<file path="config.mk">
export PLATFORM = sky130hd
export DESIGN_NAME = click_sync_sink
export DESIGN_NICKNAME = d
export VERILOG_FILES = /design/src/rtl/click_sync_sink.sv
export SDC_FILE = /design/constraint.sdc
export NUM_CORES = 1
export LEC_CHECK = 0
export ABC_CLOCK_PERIOD_IN_PS = 2300
export CELL_PAD_IN_SITES_DETAIL_PLACEMENT = 0
export CELL_PAD_IN_SITES_GLOBAL_PLACEMENT = 1
export CORE_ASPECT_RATIO = 1.5
export CORE_UTILIZATION = 47
export DETAILED_ROUTE_END_ITERATION = 12
export GPL_TIMING_DRIVEN = 0
export PLACE_DENSITY = 0.74
export SLEW_MARGIN = 20
export SYNTH_ARGS = -nofsm -noshare
export SYNTH_HDL_FRONTEND = slang
export SYNTH_SLANG_ARGS = --single-unit
</file>
<file path="constraint.sdc">
create_clock -name clk -period 2.3 [get_ports clk]
set_input_delay 0.46 -clock clk [delete_from_list [all_inputs] [get_ports clk]]
set_output_delay 0.46 -clock clk [all_outputs]
set_load 0.1 [all_outputs]
</file>
<file path="src/rtl/click_sync_sink.sv">
// ============================================================================
// Module  : click_sync_sink
// Brief   : Two-phase click (drive/free) to synchronous valid/ready converter
//           with a drive-toggle synchronizer and a small capture FIFO.
// Revision: 1.0 - initial release
// ============================================================================
`default_nettype none

module click_sync_sink #(
    parameter int DW          = 32,
    parameter int DEPTH       = 4,
    parameter int SYNC_STAGES = 2
) (
    input  logic                     clk,
    input  logic                     rstn,
    input  logic                     i_drive,
    input  logic [DW-1:0]            i_data,
    output logic                     o_free,
    output logic                     o_valid,
    output logic [DW-1:0]            o_data,
    input  logic                     i_ready,
    output logic [$clog2(DEPTH):0]   o_count
);

    localparam int AW = $clog2(DEPTH);
    localparam int CW = AW + 1;
    localparam logic [CW-1:0] C_DEPTH = CW'(DEPTH);

    typedef enum logic [0:0] {
        ST_IDLE  = 1'b0,
        ST_STALL = 1'b1
    } state_t;

    state_t                 state_q, state_d;
    logic [SYNC_STAGES-1:0] sync_q, sync_d;
    logic                   drive_seen_q, drive_seen_d;
    logic                   free_q, free_d;
    logic [AW-1:0]          wr_ptr_q, wr_ptr_d;
    logic [AW-1:0]          rd_ptr_q, rd_ptr_d;
    logic [CW-1:0]          count_q, count_d;
    logic [DW-1:0]          mem_q [DEPTH];

    logic w_drive_sync;
    logic w_pending;
    logic w_full;
    logic w_capture;
    logic w_pop;

    assign w_drive_sync = sync_q[SYNC_STAGES-1];
    assign w_pending    = (w_drive_sync != drive_seen_q);
    // Fullness uses the pre-pop count so i_ready never reaches o_free combinationally.
    assign w_full       = (count_q == C_DEPTH);
    assign w_capture    = w_pending && !w_full;
    assign w_pop        = (count_q != '0) && i_ready;

    always_comb begin
        sync_d       = {sync_q[SYNC_STAGES-2:0], i_drive};
        drive_seen_d = drive_seen_q;
        free_d       = free_q;
        wr_ptr_d     = wr_ptr_q;
        rd_ptr_d     = rd_ptr_q;
        count_d      = count_q;
        if (w_capture) begin
            wr_ptr_d     = wr_ptr_q + AW'(1);
            drive_seen_d = w_drive_sync;
            free_d       = ~free_q;
        end
        if (w_pop) begin
            rd_ptr_d = rd_ptr_q + AW'(1);
        end
        case ({w_capture, w_pop})
            2'b10:   count_d = count_q + CW'(1);
            2'b01:   count_d = count_q - CW'(1);
            default: count_d = count_q;
        endcase
    end

    always_comb begin
        state_d = state_q;
        case (state_q)
            ST_IDLE:  if (w_pending && w_full) state_d = ST_STALL;
            ST_STALL: if (w_capture)           state_d = ST_IDLE;
            default:  state_d = ST_IDLE;
        endcase
    end

    always_ff @(posedge clk or negedge rstn) begin
        if (!rstn) begin
            state_q      <= ST_IDLE;
            sync_q       <= '0;
            drive_seen_q <= 1'b0;
            free_q       <= 1'b0;
            wr_ptr_q     <= '0;
            rd_ptr_q     <= '0;
            count_q      <= '0;
        end else begin
            state_q      <= state_d;
            sync_q       <= sync_d;
            drive_seen_q <= drive_seen_d;
            free_q       <= free_d;
            wr_ptr_q     <= wr_ptr_d;
            rd_ptr_q     <= rd_ptr_d;
            count_q      <= count_d;
        end
    end

    // Storage carries no reset; the head is only meaningful while o_valid is high.
    always_ff @(posedge clk) begin
        if (w_capture) begin
            mem_q[wr_ptr_q] <= i_data;
        end
    end

    assign o_free  = free_q;
    assign o_valid = (count_q != '0);
    assign o_data  = mem_q[rd_ptr_q];
    assign o_count = count_q;

endmodule

`default_nettype wire

</file>
==> metrics.txt, run 1 <==
max-slew violation count 0; routed len/inst 19.08 µm; Starting Density just under 50%; Critical R2R Capture mem_q[1][26]; Final Cycle Share 103.0%; share of cells above drive strength 1 between 30% and 40%; slowest stage cell, crit path mux4_2; I/O pin cnt 73; Non-Filler Instances approximately 470; design area a little under 7000 µm²; Final setup viols 10; hold wc startpoint sync_q[0]; Layout area overhead 31.42%; row cnt between 40 and 50; MaxCap Viol Count 0; routed vias/inst roughly 5.2; HPWL after DPL 5.248 mm; Root Buffer clkbuf_16; Hold EP sync_q[1]; Core Region 10710 µm²; final-stage net count approximately 350; vias in the first global route between 2000 and 3000; largest net degree at the start of global routing 33; CTS Sinks 139; sequential share of the synthesized area about four fifths; total global-route track usage between 15 and 20%; Final ANT Viol Nets 0; fmax roughly 420 MHz; hold depth 0; CTS buffer count 17; crit path launch type flop; die area between 10000 and 15000 µm²; Fin. Hold Viols 0; Req. time, crit path around 1800 ps; Hold Path Class reg2reg; failing checks negative setup slack; reg2reg start drive_seen_q; syn_area_per_cell about 25 µm²; crit path launch rd_ptr_q[0]; R2R setup slack around 210 ps; RSZ-0062 raised after global routing yes; Remaining DRCs 0; Placement Cell Area approximately 6000 µm²; Synth Instances between 200 and 250; endpoint type of the worst setup path primary output; drt first pass iters 4; Layout fillers slightly below 800; total wire length 8.889 mm; #FFs+latches synth about 140; Worst EP arrival 1910 ps; syn_nets ~260; via count of the routed design 2403; dpl ws -533.2 ps; initial antenna violation count 0; worst setup margin -69.02 ps; GPL Wtd Cong approximately 0.65; Crit Path Max Fanout 5; Placed Cells incl. Taps 429; YS warnings 0; Mapped Area 5220 µm²; port buffer count a little over 70; outcome complete, but fails checks; Crit path top cell by count buf_12; CP cell instances buf_6 > buf_12 > buf_12 > buf_12 > mux4_2 > buf_6; first-pass GRT wire length roughly 13 mm; Die H 131.1 µm; Max-slew headroom a little under two fifths; Synth cell types 22; clock tree buffer depth 2; total gr overflow 0; die width just under 90 µm; reg2reg path depth 3; Final min period 2369 ps; CTS tree built; leading cell type in the layout, fill and taps excluded edfxtp_1; CTS H-Tree Depth 4; Worst Clk Skew 10.88 ps; most frequent cells in the layout edfxtp_1, clkdlybuf4s50_1, mux4_2, buf_6, clkbuf_16; diodes inserted 0; DRT iter0 DRCs between 100 and 150; insertion delay to the later sink of the worst-skew pair 410 ps; Reg clk slew, reported paths approximately 60 ps; measured slew at the worst slew-check pin around 950 ps; WS Path Type reg2out; CP peak stage delay around 420 ps; Post-CTS Hold Buffers 0
metrics by stage:
stage               util (%)  setup TNS [ps]  hold WS (ps)
floorplan                  -               0         164.4
global placement       57.26          -14990         335.8
detailed placement     57.26          -15170         346.4
CTS                    64.39           -4929         362.1
global route           64.08           -1293         362.6
finish                 64.08          -309.8         356.9
sequential cells by signal, summed over array words and instances, names as in the netlist:
signal        flops
drive_seen_q      1
mem_q           128
o_count           3
o_free            1
rd_ptr_q          2
sync_q            2
wr_ptr_q          2
synth_stat cells, drive strengths merged:
cell type  number  area [µm²]
nor2            2       7.510
nand2           2       7.510
mux2            2       26.27
edfxtp        128        3844
or3             1       6.260
a21oi           1       8.760
xnor2           4       35.03
clkbuf          1       3.750
inv             6       22.52
o31a            1       8.760
buf             7       86.33
xor2            4       35.03
ha              5       62.56
dfrtp          11       275.3
mux4           32       735.7
fa              1       20.02
and2            4       25.02
mux2i           1       10.01
layer usage:
layer | share of wire [%] | wire length (µm) | vias up | global-route usage (%)
met1 | 37 | 3318 | 1253 | 18.45
met3 | 4.5 | 403 | 11 | 5.573
li1 | - | - | 1076 | -
met5 | 0 | 0 | - | 0
met4 | 1.4 | 123 | 0 | 6.831
met2 | 57 | 5044 | 63 | 29.87
cell type report:
class,instances,area [µm²],share of cell area (%)
Inverter,6,22.52,0.3283
Clock buffer,24,491.7,7.168
Clock inverter,8,68.82,1.003
Sequential cell,139,4123,60.09
Tap cell,144,180.2,2.626
Multi-Input combinational cell,60,993.5,14.48
Timing Repair Buffer,78,887.1,12.93
Buffer,7,93.84,1.368
worst max-delay path, delay by kind of cell, from the launching register on:
| family | cells | cell delay [ps] |
|---|---|---|
| buffers and inverters | 5 | 700 |
| flip-flops | 1 | 370 |
| multiplexers | 1 | 420 |
what timing repair did:
action / 4_1_cts / 5_1_grt
gates resized for setup: 238 / 16
pin swaps: 0 / 0
setup buffers: 6 / 1
cloned: 2 / 0
setup endpoints to repair: 37 / 29
worst max path at each step:
stage / endpoint / slack, ps / cells past startpoint
2_1_floorplan: o_count[2] / 160 / 9
3_3_place_gp: o_data[16] / -530 / 4
3_5_place_dp: o_data[0] / -530 / 4
4_1_cts: o_data[26] / -260 / 7
5_1_grt: o_data[27] / -120 / 6
6_report: o_data[27] / -70 / 6
logic make-up (layout without fill, tap and decap cells):
family                   after synthesis  count (layout)  share of synthesized area (%)
flip-flops                           139             139                          78.91
multiplexers                          35              35                          14.79
buffers and inverters                 14             123                          2.157
AND/OR/NAND/NOR                        9               9                         0.8870
XOR/XNOR                               8               8                          1.342
adder cells (fa/ha/maj)                6               6                          1.582
AO/OA/AOI/OAI                          2               2                         0.3356
Power of run 1 is left out: the tool's default activity adds up to more than one toggle a clock period on the data nets, which glitch-free logic cannot reach.
==> run 2: changes to the inputs <==
--- a/config.mk
+++ b/config.mk
@@ -10,6 +10,7 @@
 export CELL_PAD_IN_SITES_GLOBAL_PLACEMENT = 1
 export CORE_ASPECT_RATIO = 1.5
 export CORE_UTILIZATION = 47
+export CTS_CLUSTER_SIZE = 14
 export DETAILED_ROUTE_END_ITERATION = 12
 export GPL_TIMING_DRIVEN = 0
 export PLACE_DENSITY = 0.74
==> results of run 2 <==
Final layout, timing and power as in run 1 (identical DEF).
Power of run 2 is left out for the same reason.
